File: config.mk
export PLATFORM = sky130hd
export DESIGN_NAME = seg_dyn_scan
export DESIGN_NICKNAME = d
export VERILOG_FILES = /design/src/rtl/seg_pkg.sv /design/src/rtl/seg_glyph_dec.sv /design/src/rtl/seg_dyn_scan.sv
export SDC_FILE = /design/constraint.sdc
export NUM_CORES = 1
export LEC_CHECK = 0
export CORE_MARGIN = 3
export CORE_UTILIZATION = 55
export CTS_BUF_LIST = sky130_fd_sc_hd__clkbuf_8
export DETAILED_ROUTE_END_ITERATION = 8
export PLACE_DENSITY = 0.84
export SKIP_LAST_GASP = 1
export SYNTH_ARGS = -nofsm -noshare
export SYNTH_HDL_FRONTEND = slang
export SYNTH_SLANG_ARGS = --single-unit
File: constraint.sdc
create_clock -name sys_clk -period 10.1 [get_ports sys_clk]
set_clock_uncertainty 0.15 [all_clocks]
set_input_delay 1.515 -clock sys_clk [delete_from_list [all_inputs] [get_ports sys_clk]]
set_output_delay 1.515 -clock sys_clk [all_outputs]
set_load 0.005 [all_outputs]
File: src/rtl/seg_pkg.sv
// seg_pkg: glyph constants, internal code values and the digit segment table
// shared by the seven-segment scan driver.
package seg_pkg;

  localparam logic [7:0] SEG_BLANK = 8'hFF;
  localparam logic [7:0] SEG_MINUS = 8'hBF;

  // Internal codes used above 9; user codes 10..15 are folded to BCD_BLANK.
  localparam logic [3:0] BCD_MINUS = 4'd10;
  localparam logic [3:0] BCD_BLANK = 4'd11;

  // Common-anode g..a pattern for a decimal digit (active-low segments).
  function automatic logic [6:0] seg_digit_pat(input logic [3:0] d);
    logic [6:0] pat;
    case (d)
      4'd0:    pat = 7'h40;
      4'd1:    pat = 7'h79;
      4'd2:    pat = 7'h24;
      4'd3:    pat = 7'h30;
      4'd4:    pat = 7'h19;
      4'd5:    pat = 7'h12;
      4'd6:    pat = 7'h02;
      4'd7:    pat = 7'h78;
      4'd8:    pat = 7'h00;
      4'd9:    pat = 7'h10;
      default: pat = 7'h7F;
    endcase
    return pat;
  endfunction

endpackage

File: src/rtl/seg_glyph_dec.sv
// seg_glyph_dec: combinational code + decimal point to active-low segment byte.
// Codes 0..9 are digits, BCD_MINUS is the minus glyph, anything else is blank.
module seg_glyph_dec
  import seg_pkg::*;
(
  input  logic [3:0] code,
  input  logic       dp,
  output logic [7:0] glyph
);

  // Digit table lookup; the point only lights on real digits.
  always_comb begin
    glyph = SEG_BLANK;
    if (code <= 4'd9) begin
      glyph = {~dp, seg_digit_pat(code)};
    end else if (code == BCD_MINUS) begin
      glyph = SEG_MINUS;
    end
  end

endmodule

File: src/rtl/seg_dyn_scan.sv
// seg_dyn_scan: multiplexed common-anode seven-segment scanner with leading-zero
// blanking, floating sign, PWM brightness and frame-synchronous updates.
// Optional feature: define SEG_DYN_BLINK_EN to enable per-digit blinking.
module seg_dyn_scan
  import seg_pkg::*;
#(
  parameter int N_DIG        = 8,
  parameter int SLOT_CYC     = 50000,
  parameter int BR_W         = 3,
  parameter int BLINK_FRAMES = 250
) (
  input  logic                 sys_clk,
  input  logic                 sys_rst,
  input  logic [4*N_DIG-1:0]   bcd_in,
  input  logic [N_DIG-1:0]     point,
  input  logic                 sign,
  input  logic                 lzb_en,
  input  logic [N_DIG-1:0]     blink_mask,
  input  logic                 upd_vld,
  output logic                 upd_rdy,
  input  logic                 seg_en,
  input  logic [BR_W-1:0]      bright,
  output logic [N_DIG-1:0]     sel,
  output logic [7:0]           seg,
  output logic                 frame_start,
  output logic                 sign_ovf
);

  localparam int CNT_W = $clog2(SLOT_CYC);
  localparam int DIG_W = $clog2(N_DIG);
  localparam int STEP  = SLOT_CYC >> BR_W;

  logic [CNT_W-1:0]   slot_cnt;
  logic [DIG_W-1:0]   dig_idx;
  logic               slot_wrap;
  logic               frame_bnd;

  logic [4*N_DIG-1:0] pend_bcd, act_bcd;
  logic [N_DIG-1:0]   pend_pt, act_pt;
  logic [N_DIG-1:0]   pend_blink, act_blink;
  logic               pend_sign, act_sign;
  logic               pend_full;

  logic [N_DIG-1:0]   lz_blank;
  logic [N_DIG-1:0]   sign_hit;
  logic               chain;
  logic               found;
  logic               ovf_nxt;
  logic [3:0]         cur_code;
  logic               cur_dp;
  logic               cur_blink;
  logic [7:0]         glyph;
  logic [CNT_W:0]     pwm_thr;
  logic               pwm_on;
  logic               blink_phase;

  assign slot_wrap = (slot_cnt == CNT_W'(SLOT_CYC - 1));
  assign frame_bnd = slot_wrap && (dig_idx == DIG_W'(N_DIG - 1));
  assign upd_rdy   = ~pend_full;

  // Slot timer and digit index; the frame boundary is the wrap back to digit 0.
  always_ff @(posedge sys_clk or posedge sys_rst) begin
    if (sys_rst) begin
      slot_cnt <= '0;
      dig_idx  <= '0;
    end else if (slot_wrap) begin
      slot_cnt <= '0;
      dig_idx  <= (dig_idx == DIG_W'(N_DIG - 1)) ? '0 : dig_idx + 1'b1;
    end else begin
      slot_cnt <= slot_cnt + 1'b1;
    end
  end

  // Pending buffer takes one offer; it moves to the active set only at a frame boundary.
  always_ff @(posedge sys_clk or posedge sys_rst) begin
    if (sys_rst) begin
      pend_bcd   <= '0;
      pend_pt    <= '0;
      pend_blink <= '0;
      pend_sign  <= 1'b0;
      pend_full  <= 1'b0;
      act_bcd    <= '0;
      act_pt     <= '0;
      act_blink  <= '0;
      act_sign   <= 1'b0;
    end else begin
      if (frame_bnd && pend_full) begin
        act_bcd   <= pend_bcd;
        act_pt    <= pend_pt;
        act_blink <= pend_blink;
        act_sign  <= pend_sign;
        pend_full <= 1'b0;
      end
      // Accept is gated by the old pending state, so it never collides with the copy.
      if (upd_vld && !pend_full) begin
        pend_bcd   <= bcd_in;
        pend_pt    <= point;
        pend_blink <= blink_mask;
        pend_sign  <= sign;
        pend_full  <= 1'b1;
      end
    end
  end

  // Blanking, sign placement and selection of the code for the scanned digit.
  always_comb begin
    chain     = 1'b1;
    found     = 1'b0;
    lz_blank  = '0;
    sign_hit  = '0;
    cur_code  = BCD_BLANK;
    cur_dp    = 1'b0;
    cur_blink = 1'b0;
    for (int k = N_DIG - 1; k >= 0; k--) begin
      chain       = chain & (act_bcd[4*k +: 4] == 4'd0) & ~act_pt[k];
      lz_blank[k] = lzb_en && (k != 0) && chain;
    end
    // Blanked digits form a contiguous top run, so its lowest member sits just above the MSD.
    for (int k = 1; k < N_DIG; k++) begin
      if (lz_blank[k] && !found) begin
        sign_hit[k] = 1'b1;
        found       = 1'b1;
      end
    end
    ovf_nxt = act_sign & ~found;
    for (int k = 0; k < N_DIG; k++) begin
      if (dig_idx == DIG_W'(k)) begin
        cur_code  = (act_bcd[4*k +: 4] > 4'd9) ? BCD_BLANK : act_bcd[4*k +: 4];
        cur_dp    = act_pt[k];
        cur_blink = act_blink[k];
        if (lz_blank[k]) begin
          cur_code = BCD_BLANK;
          cur_dp   = 1'b0;
        end
        if (act_sign && sign_hit[k]) begin
          cur_code = BCD_MINUS;
          cur_dp   = 1'b0;
        end
      end
    end
  end

  seg_glyph_dec u_glyph (
    .code  (cur_code),
    .dp    (cur_dp),
    .glyph (glyph)
  );

  // Brightness gates sel for the first bright/2^BR_W of the slot; all-ones means full slot.
  assign pwm_thr = (CNT_W + 1)'(int'(bright) * STEP);
  assign pwm_on  = (&bright) || ({1'b0, slot_cnt} < pwm_thr);

`ifdef SEG_DYN_BLINK_EN
  localparam int BF_W = (BLINK_FRAMES > 1) ? $clog2(BLINK_FRAMES) : 1;
  logic [BF_W-1:0] blink_cnt;

  // Frame down-counter toggles the blink phase every BLINK_FRAMES frames.
  always_ff @(posedge sys_clk or posedge sys_rst) begin
    if (sys_rst) begin
      blink_cnt   <= BF_W'(BLINK_FRAMES - 1);
      blink_phase <= 1'b0;
    end else if (frame_bnd) begin
      if (blink_cnt == '0) begin
        blink_cnt   <= BF_W'(BLINK_FRAMES - 1);
        blink_phase <= ~blink_phase;
      end else begin
        blink_cnt <= blink_cnt - 1'b1;
      end
    end
  end
`else
  // Blink not built: phase is constant 0 and BLINK_FRAMES has no effect.
  assign blink_phase = (BLINK_FRAMES < 0);
`endif

  // Registered outputs, one cycle behind the counter state they describe.
  always_ff @(posedge sys_clk or posedge sys_rst) begin
    if (sys_rst) begin
      sel         <= '0;
      seg         <= SEG_BLANK;
      frame_start <= 1'b0;
      sign_ovf    <= 1'b0;
    end else begin
      frame_start <= (slot_cnt == '0) && (dig_idx == '0);
      sign_ovf    <= ovf_nxt;
      if (seg_en) begin
        sel <= pwm_on ? (N_DIG'(1) << dig_idx) : '0;
        seg <= (blink_phase && cur_blink) ? SEG_BLANK : glyph;
      end else begin
        sel <= '0;
        seg <= SEG_BLANK;
      end
    end
  end

endmodule

==> metrics.yaml, run 1 <==
status: "finished clean"
nFillCells: 818
criticalPathCategory: "in -> reg"
hold_path.class: "reg -> reg"
htreeDepth: 4
grt_overflow: 0
drive_gt1_share_pct: 23.3
synth.distinct_cells: 82
synth_warnings: 0
crit_slowest_cell: "clkdlybuf4s50_1"
setup_viol: 0
die-area_um2: 12700
crit_top_cell: "ha_1"
r2r_slack_ps: 6340
multi_input_area_um2: 3040
slew-limit-headroom_pct: 23.5
endpoint_kind: "register"
r2r_cells: 15
finalWirelength_um: 12900
hold_start: "slot_cnt[0]"
final_cell_mix: "112 x dfrtp_1, 82 x mux2_2, 67 x clkdlybuf4s50_1"
critPathMaxStageDelay_ps: 490
min_path_cells: 1
cap_violations: 0
path_buf_inv: 1
grt_pass1_vias: 4527
nets: 700
syn_nets: 635
syn-cell-area_um2: 6250
dp_hpwl_um: 9240
first_pass_iters: 6
grt_max_degree: 65
cts_buffer_depth: 2
core_area_um2: 11000
r2r-end: "seg[6]"
cts_buffers: 17
ant_nets: 0
fin_crit_sh_pct: 46.9
grt_pass1_wl_um: 21700
post_cts_buffers: 0
power_density_nw_per_um2: 146
synth_seq_cells: 120
antennaDiodeCount: 0
synth-edff-count: 0
initial_core_util_pct: 56.9
p_total_w: 0.00109
slew_viol_final: 0
cts.sinks: 120
rr_startpoint: "dig_idx[1]"
synth_ff_type: "dfrtp_1"
antenna_found_initial: 0
worstPathCellList: "clkdlybuf4s50_1 -> ha_1 -> ha_1 -> a31o_2 -> a311oi_1 -> ha_1 -> a211o_1 -> a21oi_1 -> o21ai_0 -> a311o_1 -> a21boi_0"
finalHoldViolations: 0
rsz0062_at_grt: "false"
max_clock_freq_mhz: 211
ir_worst_vdd_mv: 0.109
drc: 0
finalCriticalPeriod_ps: 4730
crit_fanout: 8
hold_buffers: 0
routabilityCongestion: 0.913
num_rows: 38
wl_per_cell_um: 17.0
ios: 76
viasPerCell: 5.95
path_delay_family: "compound AO/OA/AOI/OAI gates"
clkTransAtPathRegs_ps: 70
vias: 4525
layout_commonest_cell: "dfrtp_1"
p_leak_nw: 3.45
required_ps: 10300
syn_inst: 543
hold_path_end: "slot_cnt[0]"
initialDrtViolationCount: 391
start_kind: "primary input"
cts-resized-gates: 0
area_growth_pct: 19.6
die_w_um: 113
port_buffers: 67
seqCellArea_um2: 3010
cts_tree: "built"
fp.dieH_um: 113
arrival_ps: 4930
syn_avg_cell_area_um2: 11.5
worstMarginPinSlew_ps: 1140
grtUsageTotal_pct: 21.5
ys_seq_area_share_pct: 48.2
synthArstFlopShare_pct: 100
clkLatencyLatePin_ps: 440
fin_setup_tns_ps: 0
root_buffer: "clkbuf_8"
-- synthesized netlist by cell type, drive strengths merged, types with 3 or more instances --
library cell  instances  area share (%)
mux2                 82              15
nand4                 6            0.70
nand3                11            0.88
nand2b                6            0.60
xnor2                 7            0.98
nor3                 11             1.1
nor2                 26             1.6
or2                   4            0.40
a211oi                6            0.80
or3                   3            0.30
o21a                  3            0.36
dfstp                 8             3.4
buf                   8            0.86
a21o                  6            0.74
a211o                 3            0.44
ha                   35             7.0
and3                  4            0.40
inv                  26             1.6
a21oi                29             2.3
xor2                  7            0.98
nand3b                5            0.60
nand2                24             1.5
o211ai                3            0.36
o21ai                29             2.3
or4                   6            0.80
dfrtp               112              45
nor2b                 5            0.50
nor4                  8             1.5
clkbuf               13            0.80
and2                  6            0.62
-- report_power, final --
part	switching [W]	total, W	internal [W]
sequential	0.0000127	0.000517	0.000505
combinational	0.0000330	0.0000784	0.0000454
clock	0.000181	0.000495	0.000313
total	0.000227	0.00109	0.000863
-- state kept, by name, summed over array words and instances, names as in the netlist --
| register | count |
|---|---|
| act_bcd | 32 |
| pend_bcd | 32 |
| slot_cnt | 16 |
| act_pt | 8 |
| pend_pt | 8 |
| seg | 8 |
| sel | 8 |
| dig_idx | 3 |
| act_sign | 1 |
| frame_start | 1 |
| pend_full | 1 |
| pend_sign | 1 |
| sign_ovf | 1 |
-- worst register-to-register path: cells and delay by family, from the launching register on --
family,cells,cell delay [ps]
AO/OA/AOI/OAI,5,950
adder cells (fa/ha/maj),2,800
buffers and inverters,1,100
flip-flops,1,410
multiplexers,1,170
AND/OR/NAND/NOR,6,1100
-- worst max-delay path by stage --
stage | end | startpoint | slack (ps) | cells past startpoint
finish | sel[7] | bright[0] | 5370 | 11
global route | sel[5] | bright[0] | 5180 | 11
CTS | sel[7] | bright[0] | 5390 | 11
detailed placement | sel[7] | bright[0] | 4930 | 11
global placement | sel[7] | bright[0] | 5040 | 11
floorplan | act_bcd[0] | sys_rst | 5260 | 1
-- area by class of cell --
class | instances | share of cell area, %
clock buffer | 24 | 4.42
clock inverter | 8 | 1.86
inverter | 26 | 1.34
multi-input combinational | 375 | 40.7
sequential | 120 | 40.3
tap | 140 | 2.34
timing repair buffer | 68 | 9.07
-- kinds of logic after synthesis --
| kind of cell | count (synthesis) | share of synthesized area (%) |
|---|---|---|
| flip-flops | 120 | 48.2 |
| buffers and inverters | 48 | 3.38 |
| XOR/XNOR | 14 | 1.96 |
| AO/OA/AOI/OAI | 104 | 11.0 |
| adder cells (fa/ha/maj) | 35 | 7.01 |
| AND/OR/NAND/NOR | 138 | 13.3 |
| multiplexers | 84 | 15.1 |
-- per-stage QoR --
stage / area, um^2 / std cells / util [%] / setup WS [ps] / hold slack (ps)
floorplan: 6250 / 543 / - / 5260 / 305
global placement: 7010 / 729 / 63.8 / 5040 / 320
detailed placement: 7010 / 729 / 63.8 / 4930 / 338
CTS: 7470 / 761 / 68.1 / 5390 / 348
global route: 7470 / 761 / 68.1 / 5180 / 364
finish: 7470 / 761 / 68.1 / 5370 / 343
-- routing by layer --
layer	up-vias	GRT usage, %	wire length, um
met5	-	0	0
met4	0	8.57	301
met3	34	5.61	698
met2	161	34.2	6310
met1	2228	28.2	5610
li1	2102	-	-
Note: power is estimated with default switching activity, not from simulation.
==> run 2: changes to the inputs <==
==> constraint.sdc (replaced) <==
create_clock -name sys_clk -period 4.5 [get_ports sys_clk]
set_clock_uncertainty 0.15 [all_clocks]
set_input_delay 0.675 -clock sys_clk [delete_from_list [all_inputs] [get_ports sys_clk]]
set_output_delay 0.675 -clock sys_clk [all_outputs]
set_load 0.005 [all_outputs]
==> run 2 against run 1 <==
First-iteration DRC count shrank 22%. Non-clock buffer count is 3 higher. Critical path depth is the same. Utilization decreased by 0.54 points. Design area fell by 0.79%. Routed wire length grew 0.57%. Hold slack got worse by 1.8 ps. Global-route usage decreased by 0.27 points. Combinational power up 130%. Via count about the same. Critical endpoint is now sel[1]. Largest cell class unchanged.
==> metrics.yaml, run 2 (synthesis results as in run 1) <==
required_ps: 4680  # was 10300 ps
setup_viol: 0  # unchanged
layout_commonest_cell: "dfrtp_1"  # unchanged
clkLatencyLatePin_ps: 430  # was 440 ps
ios: 76  # unchanged
nFillCells: 834  # was 818
die-area_um2: 12700  # unchanged
slew-limit-headroom_pct: 26.1  # was 23.5%
cap_violations: 0  # unchanged
critPathMaxStageDelay_ps: 490  # about the same
final_cell_mix: "112 x dfrtp_1, 82 x mux2_2, 67 x clkdlybuf4s50_1"  # unchanged
path_buf_inv: 1  # unchanged
wl_per_cell_um: 17.0  # about the same
fin_crit_sh_pct: 85.8
first_pass_iters: 5  # was 6
setup_slack_ps: 641  # was 5370 ps
hold_buffers: 0  # unchanged
antennaDiodeCount: 0  # unchanged
antenna_found_initial: 0  # unchanged
multi_input_area_um2: 3040  # unchanged
endpoint_kind: "register"  # unchanged
ir_worst_vdd_mv: 0.209  # was 0.109 mV
nets: 703  # was 700
dpl_cell_area_um2: 7040  # was 7010 um^2
grt_pass1_wl_um: 21800  # was 21700 um
die_w_um: 113  # unchanged
crit_top_cell: "ha_1"  # unchanged
htreeDepth: 4  # unchanged
slew_viol_final: 0  # unchanged
routabilityCongestion: 0.900  # was 0.913
path_delay_family: "compound AO/OA/AOI/OAI gates"  # unchanged
finalWirelength_um: 13000  # was 12900 um
drive_gt1_share_pct: 23.4  # was 23.3%
viasPerCell: 5.93  # was 5.95
fin_setup_tns_ps: 0  # unchanged
seqCellArea_um2: 3010  # unchanged
port_buffers: 67  # unchanged
criticalPathCategory: "in -> reg"  # unchanged
rsz0062_at_grt: "false"  # unchanged
dp_hpwl_um: 9460  # was 9240 um
cts-resized-gates: 0  # unchanged
hold_path.class: "reg -> reg"  # unchanged
grt_overflow: 0  # unchanged
initial_core_util_pct: 56.9  # unchanged
root_buffer: "clkbuf_8"  # unchanged
grtUsageTotal_pct: 21.2  # was 21.5%
status: "finished clean"  # unchanged
finalHoldViolations: 0  # unchanged
stdcell_area_um2: 7420  # was 7470 um^2
cts_buffers: 17  # unchanged
arrival_ps: 4040  # was 4930 ps
power_density_nw_per_um2: 304  # was 146 nW/um^2
vias: 4529  # was 4525
grt_max_degree: 75  # was 65
crit_fanout: 8  # unchanged
num_rows: 38  # unchanged
core_area_um2: 11000  # unchanged
cts_tree: "built"  # unchanged
grt_pass1_vias: 4657  # was 4527
p_total_w: 0.00225  # was 0.00109 W
pre_cts_slack_ps: 191  # was 4930 ps
worstMarginPinSlew_ps: 1110  # was 1140 ps
p_leak_nw: 3.43  # was 3.45 nW
post_cts_buffers: 0  # unchanged
area_growth_pct: 18.6  # was 19.6%
drc: 0  # unchanged
max_clock_freq_mhz: 259
largestRegisters: "act_bcd: 32 flops, pend_bcd: 32 flops, slot_cnt: 16 flops"  # unchanged
start_kind: "primary input"  # unchanged
finalCriticalPeriod_ps: 3860
ant_nets: 0  # unchanged
clkTransAtPathRegs_ps: 70  # about the same
cts_buffer_depth: 2  # unchanged
cts.sinks: 120  # unchanged
crit_slowest_cell: "a311o_1"  # was clkdlybuf4s50_1
worstPathCellList: "clkdlybuf4s50_1 -> ha_1 -> ha_1 -> a31o_2 -> a311oi_1 -> ha_1 -> a211o_1 -> a21oi_1 -> o21ai_0 -> a311o_1 -> a21oi_1"  # was clkdlybuf4s50_1 -> ha_1 -> ha_1 -> a31o_2 -> a311oi_1 -> ha_1 -> a211o_1 -> a21oi_1 -> o21ai_0 -> a311o_1 -> a21boi_0
initialDrtViolationCount: 305  # was 391
fp.dieH_um: 113  # unchanged
## run 2: cell types whose count changed in the layout (fill, tap and decap cells not counted), sizes merged
cell      delta
buf          +3
bufinv       -2
clkbuf       -5
clkinv       +4
clkinvlp     +1
inv          +2
## run 2: routing by layer
layer  global-route usage, %  wire, um
met4                    8.33       326
met5                       0         0
met2                    35.7      6360
met3                    4.69       729
met1                    26.7      5570
## run 2: stage by stage
step           util, %  instances  hold WS (ps)
6_report          67.5        764           341
5_1_grt           67.5        764           372
4_1_cts           67.5        764           345
3_5_place_dp      64.1        732           336
3_3_place_gp      64.1        732           318
2_1_floorplan        -        543           305
## run 2: area by class of cell
cell class                      count  share of cell area (%)
Sequential cell                   120                    40.6
Clock inverter                     13                    1.54
Tap cell                          140                    2.36
Timing Repair Buffer               71                    9.62
Clock buffer                       19                    3.53
Multi-Input combinational cell    375                    41.0
Inverter                           26                    1.35
## run 2: final timing paths
path | from | endpoint | slack [ps] | cells past startpoint
setup / recovery | bright[0] | sel[1] | 640 | 11
hold / removal | slot_cnt[0] | slot_cnt[0] | 340 | 1
setup reg to reg | dig_idx[2] | seg[6] | 760 | 13
hold reg to reg | slot_cnt[0] | slot_cnt[0] | 340 | 1
max in group asynchronous | sys_rst | seg[4] | 2780 | 3
min in group asynchronous | sys_rst | pend_bcd[3] | 650 | 2
## run 2: power breakdown
| group | switching, W | total (W) | internal [W] |
|---|---|---|---|
| Combinational | 0.0000738 | 0.000177 | 0.000103 |
| Sequential | 0.0000287 | 0.00116 | 0.00113 |
| Clock | 0.000407 | 0.000914 | 0.000508 |
## run 2: worst reg2reg max path: stages (launching register included)
cell and delay, ps:
dfrtp_1 750, inv_1 190, ha_1 400, or4_1 460, a21oi_1 110, o21ai_0 90
a31oi_1 410, o2bb2ai_4 170, inv_1 140, ha_1 230, nor2_1 120, nand3b_1 160
nor3_1 210, a211oi_2 70
